==> config.mk <==
export PLATFORM = sky130hd
export DESIGN_NAME = ecc_decoder
export DESIGN_NICKNAME = d
export VERILOG_FILES = /design/src/rtl/ecc_pkg.sv /design/src/rtl/ecc_syndrome.sv /design/src/rtl/ecc_decoder.sv
export SDC_FILE = /design/constraint.sdc
export NUM_CORES = 1
export LEC_CHECK = 0
export ABC_AREA = 0
export BUFFER_PORTS_ARGS = -buffer_cell sky130_fd_sc_hd__buf_2
export CAP_MARGIN = 30
export CELL_PAD_IN_SITES_DETAIL_PLACEMENT = 0
export CELL_PAD_IN_SITES_GLOBAL_PLACEMENT = 1
export CORE_ASPECT_RATIO = 0.7
export CORE_MARGIN = 1.5
export CORE_UTILIZATION = 37
export CTS_CLUSTER_SIZE = 24
export DETAILED_ROUTE_END_ITERATION = 8
export PLACE_DENSITY_LB_ADDON = 0.1
export SETUP_SLACK_MARGIN = 0.15
export SLEW_MARGIN = 30
export SYNTH_ARGS = -nofsm -noshare
export SYNTH_HDL_FRONTEND = slang
export SYNTH_SLANG_ARGS = --single-unit
==> constraint.sdc <==
create_clock -name clk -period 2.1 [get_ports clk]
set_input_delay 0 -clock clk [delete_from_list [all_inputs] [get_ports clk]]
set_output_delay 0 -clock clk [all_outputs]
set_load 0.03 [all_outputs]
==> src/rtl/ecc_pkg.sv <==
// ecc_pkg: definitions shared by the SEC-DED encoder, decoder and bench model.
//   - codeword width codes and (n, k, p) per width
//   - parity-check matrices H_SMALL / H_MEDIUM / H_LARGE, stored one column per
//     codeword bit (column j is the syndrome contribution of bit j)
//   - helpers selecting H, the codeword mask, the data mask and p by width code
// H construction: every column has bit 0 set (row 0 = overall parity), and the
// upper p-1 bits enumerate all 2^(p-1) values exactly once. Parity bit 0 takes
// upper value 0, parity bit i takes upper value 1<<(i-1), so the parity columns
// are independent and the encoder solves them directly. Data bits take the
// remaining values in increasing order.
package ecc_pkg;

   localparam int WORD_W = 32;
   localparam int P_MAX  = 6;

   typedef enum logic [1:0] {
      WC_SMALL     = 2'b00,
      WC_MEDIUM    = 2'b01,
      WC_LARGE     = 2'b10,
      WC_LARGE_ALT = 2'b11
   } width_code_e;

   localparam int N_SMALL  = 8;
   localparam int K_SMALL  = 4;
   localparam int P_SMALL  = 4;
   localparam int N_MEDIUM = 16;
   localparam int K_MEDIUM = 11;
   localparam int P_MEDIUM = 5;
   localparam int N_LARGE  = 32;
   localparam int K_LARGE  = 26;
   localparam int P_LARGE  = 6;

   localparam logic [1:0] NERR_NONE = 2'd0;
   localparam logic [1:0] NERR_ONE  = 2'd1;
   localparam logic [1:0] NERR_TWO  = 2'd2;

   typedef logic [WORD_W-1:0][P_MAX-1:0] hmat_t;

   function automatic hmat_t build_h(input int p);
      hmat_t h;
      int    j;
      h = '0;
      j = p;
      h[0] = 6'd1;
      for (int i = 1; i < p; i++) begin
         h[5'(i)] = 6'(1 | (1 << i));
      end
      for (int v = 0; v < WORD_W; v++) begin
         if (v < (1 << (p - 1)) && v != 0 && (v & (v - 1)) != 0) begin
            h[5'(j)] = 6'((v << 1) | 1);
            j++;
         end
      end
      return h;
   endfunction

   localparam hmat_t H_SMALL  = build_h(P_SMALL);
   localparam hmat_t H_MEDIUM = build_h(P_MEDIUM);
   localparam hmat_t H_LARGE  = build_h(P_LARGE);

   function automatic hmat_t h_for(input logic [1:0] wc);
      case (wc)
         WC_SMALL:  return H_SMALL;
         WC_MEDIUM: return H_MEDIUM;
         default:   return H_LARGE;
      endcase
   endfunction

   function automatic int cw_p(input logic [1:0] wc);
      case (wc)
         WC_SMALL:  return P_SMALL;
         WC_MEDIUM: return P_MEDIUM;
         default:   return P_LARGE;
      endcase
   endfunction

   function automatic logic [WORD_W-1:0] cw_mask(input logic [1:0] wc);
      case (wc)
         WC_SMALL:  return 32'h0000_00FF;
         WC_MEDIUM: return 32'h0000_FFFF;
         default:   return 32'hFFFF_FFFF;
      endcase
   endfunction

   function automatic logic [WORD_W-1:0] data_mask(input logic [1:0] wc);
      case (wc)
         WC_SMALL:  return 32'h0000_000F;
         WC_MEDIUM: return 32'h0000_07FF;
         default:   return 32'h03FF_FFFF;
      endcase
   endfunction

endpackage

==> src/rtl/ecc_syndrome.sv <==
// ecc_syndrome: combinational syndrome of a right-aligned, already masked
// codeword using the H matrix selected by the width code.
//   cw    in  WORD_W  masked codeword (bits above n are zero)
//   width in  2       width code, 11 treated as large
//   syn   out P_MAX   syndrome, bits above p are zero
module ecc_syndrome
   import ecc_pkg::*;
(
   input  logic [WORD_W-1:0] cw,
   input  logic [1:0]        width,
   output logic [P_MAX-1:0]  syn
);

   hmat_t h;

   always_comb begin
      h   = h_for(width);
      syn = '0;
      for (int j = 0; j < WORD_W; j++) begin
         if (cw[j]) syn = syn ^ h[j];
      end
   end

endmodule

==> src/rtl/ecc_decoder.sv <==
// ecc_decoder: two-stage SEC-DED decoder with valid/ready on both sides.
//   clk, rst                  clock, synchronous active-high reset
//   in_valid/in_ready         input handshake; in_ready is combinational from
//                             out_ready and the stage valids
//   CODEWORD_IN/WIDTH         right-aligned codeword and its width code
//   out_valid/out_ready       output handshake, outputs held while stalled
//   DATA_OUT/NUM_OF_ERRORS    right-aligned zero-padded data, 0/1/2 errors
//   cnt_clear                 clears both counters, wins over an increment
//   err_cnt_single/double     saturating counts of delivered 1/2-error results
module ecc_decoder
   import ecc_pkg::*;
#(
   parameter int AMBA_WORD = 32,
   parameter int CNT_WIDTH = 16
) (
   input  logic                 clk,
   input  logic                 rst,
   input  logic                 in_valid,
   output logic                 in_ready,
   input  logic [AMBA_WORD-1:0] CODEWORD_IN,
   input  logic [1:0]           CODEWORD_WIDTH,
   output logic                 out_valid,
   input  logic                 out_ready,
   output logic [AMBA_WORD-1:0] DATA_OUT,
   output logic [1:0]           NUM_OF_ERRORS,
   input  logic                 cnt_clear,
   output logic [CNT_WIDTH-1:0] err_cnt_single,
   output logic [CNT_WIDTH-1:0] err_cnt_double
);

   function automatic logic [CNT_WIDTH-1:0] sat_inc(input logic [CNT_WIDTH-1:0] v);
      return (&v) ? v : v + 1'b1;
   endfunction

   logic                 s1_load, s2_load, fire;
   logic [WORD_W-1:0]    cw_in;
   logic [P_MAX-1:0]     syn_in;

   logic                 vld_p1_q, vld_p1_d;
   logic [WORD_W-1:0]    cw_p1_q, cw_p1_d;
   logic [1:0]           width_p1_q, width_p1_d;
   logic [P_MAX-1:0]     syn_p1_q, syn_p1_d;

   hmat_t                h_p1;
   logic [WORD_W-1:0]    fixed_cw, corr_data;
   logic [1:0]           corr_nerr;

   logic                 vld_p2_q, vld_p2_d;
   logic [AMBA_WORD-1:0] data_p2_q, data_p2_d;
   logic [1:0]           nerr_p2_q, nerr_p2_d;
   logic [CNT_WIDTH-1:0] cnt_single_q, cnt_single_d;
   logic [CNT_WIDTH-1:0] cnt_double_q, cnt_double_d;

   always_comb begin
      s2_load = !vld_p2_q || out_ready;
      s1_load = !vld_p1_q || s2_load;
   end

   assign in_ready = s1_load;
   assign cw_in    = CODEWORD_IN & cw_mask(CODEWORD_WIDTH);

   ecc_syndrome u_syn (
      .cw    (cw_in),
      .width (CODEWORD_WIDTH),
      .syn   (syn_in)
   );

   // Stage 1: masked codeword, width code and syndrome
   always_comb begin
      vld_p1_d   = s1_load ? in_valid : vld_p1_q;
      cw_p1_d    = cw_p1_q;
      width_p1_d = width_p1_q;
      syn_p1_d   = syn_p1_q;
      if (s1_load && in_valid) begin
         cw_p1_d    = cw_in;
         width_p1_d = CODEWORD_WIDTH;
         syn_p1_d   = syn_in;
      end
   end

   always_comb begin
      h_p1      = h_for(width_p1_q);
      fixed_cw  = cw_p1_q;
      corr_nerr = NERR_NONE;
      if (syn_p1_q != '0) begin
         corr_nerr = NERR_TWO;
         if (syn_p1_q[0]) begin
            for (int j = 0; j < WORD_W; j++) begin
               if (h_p1[j] == syn_p1_q) begin
                  fixed_cw[j] = ~cw_p1_q[j];
                  corr_nerr   = NERR_ONE;
               end
            end
         end
      end
      corr_data = (fixed_cw >> cw_p(width_p1_q)) & data_mask(width_p1_q);
   end

   // Stage 2: corrected data and error count
   always_comb begin
      vld_p2_d  = s2_load ? vld_p1_q : vld_p2_q;
      data_p2_d = data_p2_q;
      nerr_p2_d = nerr_p2_q;
      if (s2_load && vld_p1_q) begin
         data_p2_d = corr_data;
         nerr_p2_d = corr_nerr;
      end
   end

   always_comb begin
      fire         = vld_p2_q && out_ready;
      cnt_single_d = cnt_single_q;
      cnt_double_d = cnt_double_q;
      if (cnt_clear) begin
         cnt_single_d = '0;
         cnt_double_d = '0;
      end else if (fire) begin
         if (nerr_p2_q == NERR_ONE) cnt_single_d = sat_inc(cnt_single_q);
         if (nerr_p2_q == NERR_TWO) cnt_double_d = sat_inc(cnt_double_q);
      end
   end

   always_ff @(posedge clk) begin
      if (rst) begin
         vld_p1_q     <= 1'b0;
         vld_p2_q     <= 1'b0;
         data_p2_q    <= '0;
         nerr_p2_q    <= NERR_NONE;
         cnt_single_q <= '0;
         cnt_double_q <= '0;
      end else begin
         vld_p1_q     <= vld_p1_d;
         vld_p2_q     <= vld_p2_d;
         data_p2_q    <= data_p2_d;
         nerr_p2_q    <= nerr_p2_d;
         cnt_single_q <= cnt_single_d;
         cnt_double_q <= cnt_double_d;
      end
   end

   always_ff @(posedge clk) begin
      cw_p1_q    <= cw_p1_d;
      width_p1_q <= width_p1_d;
      syn_p1_q   <= syn_p1_d;
   end

   assign out_valid      = vld_p2_q;
   assign DATA_OUT       = data_p2_q;
   assign NUM_OF_ERRORS  = nerr_p2_q;
   assign err_cnt_single = cnt_single_q;
   assign err_cnt_double = cnt_double_q;

endmodule

Yosys cells after proc, flatten, opt, wreduce, memory -nomap -nowiden
Cells that the tools add are included.

storage, ports and cells
  register bits after elaboration = 108
  input port bits = 39
  word-level logic and storage cells = 235

operators by class
  add/sub/neg operators = 2
  equality and inequality tests = 36
  shifts and indexed selects = 1
  multiplexer cells = 105
  bitwise operators = 67
  reduce and logical (&&, ||, !) cells = 15

operators with widths
  cell                                                                    number
  95-bit one-hot mux with 2 select lines                                  2
  6-bit 2-to-1 mux                                                        32
  6-bit equality test                                                     16
  6-bit equality test (first input constant)                              16
  6-bit by 1-bit XOR with 6-bit output (second input constant)            16
  6-bit XOR                                                               14
  2-bit 2-to-1 mux                                                        34
  32-bit bitwise AND                                                      2
  32-bit 2-to-1 mux                                                       2
  32-bit one-hot mux with 2 select lines                                  1
  26-bit one-hot mux with 2 select lines                                  1
  1-bit inverter                                                          34
  16-bit by 1-bit adder with 16-bit output (second input constant)        2
  1-bit 2-to-1 mux                                                        32
  16-bit AND reduction                                                    2
  32-bit by 32-bit >> shifter with 32-bit output                          1
  2-bit by 1-bit equality test with 1-bit output (second input constant)  3
  3-bit AND reduction                                                     2
  6-bit nonzero test                                                      1
  6-bit by 5-bit XOR with 6-bit output                                    1
  2-bit logical NOT                                                       2
  2-bit one-hot mux with 2 select lines                                   1
  1-bit logical AND                                                       3
  2-bit equality test (second input constant)                             1
  other kinds (3)                                                         5

Depth between registers and ports, before layout
  depth after elaboration = 66
  depth in mapped cells = 8
  mapped depth without buffers = 6

By module
From an unflattened synthesis, not the netlist that was laid out.

unflattened totals
  cell total of the unflattened synthesis = 589
  area total of the unflattened synthesis = 5436.5 µm²

modules (own cells, without submodules)
  module        instances  cells each  area each (µm²)
  ecc_decoder   1          515         4825.9
  ecc_syndrome  1          74          610.6

Worst setup path before layout
Ideal clock, no wire load.

  path type = register to register
  start point = register vld_p2_q, in the netlist out_valid
  end point = register cw_p1_q[10], enable pin
  setup time = 0.397 ns
  data arrival time = 1.806 ns
  data required time = 1.703 ns
  slack = -0.103 ns
  cell stages (with the launch flop) = 4
  clock period less this slack = 2.203 ns
  cell sequence = dfxtp_1 > nor2b_1 > nand2_1 > and2_1

between the ends
  word-level cells in the longest chain between the ends = 4

ends and longest elaborated chain
  item                    line                text
  start, declared         ecc_decoder.sv:48   logic vld_p2_q, vld_p2_d;
  start signal, assigned  ecc_decoder.sv:133  vld_p2_q <= vld_p2_d;
  1-bit logical NOT       ecc_decoder.sv:55   s2_load = !vld_p2_q || out_ready;
  1-bit logical OR        ecc_decoder.sv:55
  1-bit logical OR        ecc_decoder.sv:56   s1_load = !vld_p1_q || s2_load;
  named net in_ready      ecc_decoder.sv:19   output logic in_ready,
  1-bit logical AND       ecc_decoder.sv:74   if (s1_load && in_valid) begin
  end signal, assigned    ecc_decoder.sv:142  cw_p1_q <= cw_p1_d;
  end, declared           ecc_decoder.sv:40   logic [WORD_W-1:0] cw_p1_q, cw_p1_d;

The timed path passes the listed nets, and every way through them passes these cells.
A chain may end at the register's enable or synchronous reset.

Final worst setup path
  start point = register width_p1_q[1]
  end point = register data_p2_q[4], in the netlist DATA_OUT[4]

between the ends
  word-level cells in the longest chain between the ends = 8
  elaborated cells between the ends (all ways) = 33

ends and longest elaborated chain
  item                                                                                 line                                         text
  start, declared                                                                      ecc_decoder.sv:41                            logic [1:0] width_p1_q, width_p1_d;
  start signal, assigned                                                               ecc_decoder.sv:143                           width_p1_q <= width_p1_d;
  2-bit by 1-bit equality test with 1-bit output or 2-bit logical NOT (tied branches)  ecc_pkg.sv:62, ecc_pkg.sv:70, ecc_pkg.sv:86
  95-bit one-hot mux with 2 select lines                                               ecc_pkg.sv:62                                case (wc)
  6-bit equality test                                                                  ecc_decoder.sv:89                            if (h_p1[j] == syn_p1_q) begin
  1-bit 2-to-1 mux                                                                     ecc_decoder.sv:89
  32-bit 2-to-1 mux                                                                    ecc_decoder.sv:87                            if (syn_p1_q[0]) begin
  32-bit 2-to-1 mux                                                                    ecc_decoder.sv:85                            if (syn_p1_q != '0) begin
  32-bit by 32-bit >> shifter with 32-bit output                                       ecc_decoder.sv:96                            corr_data = (fixed_cw >> cw_p(width_p1_q)) & data_mask(width_p1_q);
  32-bit bitwise AND (*)                                                               ecc_decoder.sv:96
  end signal, assigned                                                                 ecc_decoder.sv:134                           data_p2_q <= data_p2_d;
  end, declared                                                                        ecc_decoder.sv:49                            logic [AMBA_WORD-1:0] data_p2_q, data_p2_d;

Every way passes the cells marked *; elsewhere a longest branch is shown, timed or not.

==> results.sh <==
export IMPL_status="complete, but fails checks"
export IMPL_failed_checks="setup timing"
export IMPL_seq_area_um2=2330
export IMPL_cp_max_fo=23
export IMPL_fillers=1387
export IMPL_fp_dieH_um=103
export IMPL_fp_dieW_um=145
export IMPL_worstHoldPathCells=4
export IMPL_synth_area_top_cells="dfxtp_1, edfxtp_1, xor2_1, xnor2_1, nor2_1"
export IMPL_fmax_mhz=476
export IMPL_r2r_slack_ns=-0.0004
export IMPL_ys_ff_latch=98
export IMPL_initial_core_util=0.378
export IMPL_synth_top_area_share=0.237
export IMPL_area_delta_synth_final_pct=30.2
export IMPL_hold_worst_slack_ns=0.00935
export IMPL_tightest_slew_ns=0.628
export IMPL_grtUsageTotal=0.178
export IMPL_h_tree_depth=3
export IMPL_overflow=0
export IMPL_whs_endpoint="out_valid"
export IMPL_maxSlewHeadroom=0.581
export IMPL_port_buffers=100
export IMPL_grt_pass1_wl_mm=20.9
export IMPL_timing_final_ws_setup_ns=-0.000401
export IMPL_drt_wirelength_per_cell_um=14.7
export IMPL_crit_arrival_ns=2.35
export IMPL_critPathKind="flop to flop"
export IMPL_multi_input_area_um2=2840
export IMPL_dominantRegCellSynth="dfxtp_1"
export IMPL_hp_start="out_ready"
export IMPL_grt_max_degree=37
export IMPL_hpwl_mm=9.38
export IMPL_route_detailed_drc=0
export IMPL_holdCritPathClass="input port to flop"
export IMPL_ioPinCount=107
export IMPL_cts_sinks=98
export IMPL_skew_ns=0.0116
export IMPL_ys_seq_area_frac=0.443
export IMPL_cts_path_max_buffers=2
export IMPL_cp_start_kind="flop"
export IMPL_placementRows=36
export IMPL_cts_tree="yes"
export IMPL_drv_slew=0
export IMPL_end_kind="flop"
export IMPL_rsz0062_at_grt="true"
export IMPL_place_inst=864
export IMPL_ys_warn_count=0
export IMPL_clkTransAtPathRegs_ns=0.07
export IMPL_avgSynthCellArea_um2=8.97
export IMPL_required_ns=2.35
export IMPL_postSynth_asyncResetShare=0
export IMPL_leakage_uw=0.00269
export IMPL_antenna_found_initial=0
export IMPL_finalCritPeriodShare=1.00
export IMPL_gp_congestion=0.878
export IMPL_vias=4550
export IMPL_yosysTopAreaCell="dfxtp_1"
export IMPL_worstRegToRegCells=7
export IMPL_post_synth_top_count_cell="dfxtp_1"
export IMPL_die_area_um2=14900
export IMPL_drt_iter0_drc=216
export IMPL_finalCriticalPeriod_ns=2.10
export IMPL_syn_inst=584
export IMPL_grt_pass1_vias=4088
export IMPL_peakVddDrop_uv=392
export IMPL_drive_gt1_frac=0.279
export IMPL_coreArea_um2=13900
export IMPL_power_total_uw=5040
export IMPL_clock_latency_ns=0.35
export IMPL_synth_edf_count=36
export IMPL_maxCapViolCount=0
export IMPL_r2r_start="width_p1_q[1]"
export IMPL_ant_nets=0
export IMPL_diodes=0
export IMPL_nNetsFinal=756
export IMPL_placed_area_um2=6060
export IMPL_netlist_area_um2=5240
export IMPL_postRouteWirelength_mm=13.4
export IMPL_clockRootBuffer="clkbuf_16"
export IMPL_avgViaCountPerCell=5.00
export IMPL_stdcell_area_um2=6820
export IMPL_finalSetupViolations=1
export IMPL_r2r_end="DATA_OUT[4]"
export IMPL_cts_buffers=9
export IMPL_synth_distinct_cells=63
export IMPL_layoutNonFillerInstCount=910
export IMPL_ys_top_cells_by_count="dfxtp_1, nor2_1, nand2_1, xor2_1"
export IMPL_power_density_nw_per_um2=739
export IMPL_firstDrtPassIters=5
export IMPL_hold_viol=0
[layout make-up]
class                   instances  area share
clock inverters                 6      0.0110
multi-input cells             437       0.417
flip-flops and latches         98       0.342
inverters                       5     0.00275
clock buffers                  10      0.0336
repair buffers                164       0.160
well taps                     190      0.0348
[state kept, by name, indices dropped and copies added, names as in the netlist, 2 cells and up]
signal and count:
cw_p1_q 28, syn_p1_q 6, width_p1_q 2, DATA_OUT 26
err_cnt_double 16, NUM_OF_ERRORS 2, err_cnt_single 16
[repair_timing]
action                                  4_1_cts  5_1_grt
gates resized for setup                      13       22
endpoints found under the setup margin       12       22
hold buffers                                 23        0
setup buffers                                 4        3
endpoints found under the hold margin        23        0
pin swaps                                    11        8
[how the worst max path moves through the flow]
stage,startpoint,to,slack (ns),cells past startpoint
2_1_floorplan,syn_p1_q[1],DATA_OUT[4],0.12,7
3_3_place_gp,syn_p1_q[2],DATA_OUT[9],-0.01,6
3_5_place_dp,syn_p1_q[2],DATA_OUT[9],-0.01,6
4_1_cts,width_p1_q[1],DATA_OUT[4],0.002,7
5_1_grt,width_p1_q[0],DATA_OUT[8],-0.11,6
6_report,width_p1_q[1],DATA_OUT[4],-0.0004,7
[logic make-up after synthesis]
kind of cell,share of synthesized area
and+or+nand+nor,0.249
buffers and inverters,0.0487
AOI/OAI and AO/OA,0.119
muxes,0.00597
DFF,0.443
other,0.000716
adders and majority gates,0.00477
xor gates and xnor gates,0.129
[report_power, final]
part	total, µW	internal, µW	switching [µW]	leakage (µW)
combinational	1180	531	649	0.00168
clock	1700	942	760	0.000145
sequential	2160	2090	77.8	0.000866
[stage by stage]
step,utilization,setup TNS (ns),setup WS [ns]
floorplan,-,0,0.123
global placement,0.437,-0.0137,-0.0113
detailed placement,0.437,-0.0320,-0.0129
CTS,0.484,0,0.00217
global route,0.492,-0.453,-0.108
finish,0.492,-0.000401,-0.000401
[worst max-delay path, stage by stage, from the launching register on]
cell      delay (ns)
edfxtp_1        0.44
buf_12          0.19
or4_4           0.41
a21o_1          0.20
a211oi_2        0.20
xor2_1          0.21
nand2_1         0.07
a311oi_1        0.27
[routing by layer]
metal | up-vias | track usage | routed length, µm
li1 | 2298 | - | -
met1 | 2131 | 0.252 | 6550
met2 | 112 | 0.277 | 6070
met3 | 9 | 0.0363 | 711
met4 | 0 | 0.0487 | 79
met5 | - | 0 | 0
[cells in the final DEF (no fill, tap or decap), types with 5 or more instances in the layout]
cell	synthesis	layout
buf_2	9	100
nor2_1	59	59
dfxtp_1	62	55
nand2_1	42	42
xor2_1	39	38
buf_4	6	37
a21oi_1	38	36
nand3_1	36	36
edfxtp_1	36	36
xnor2_1	38	35
dlygate4sd3_1	0	23
and2_1	22	21
nor2b_1	19	18
o21ai_0	12	12
or3_1	12	11
nand4_1	10	10
and3_1	9	9
nor3_1	10	9
clkbuf_16	0	9
dfxtp_2	0	7
nand2b_1	8	6
conb_1	1	6
a31oi_1	5	5
(Power assumes the default switching activity.)
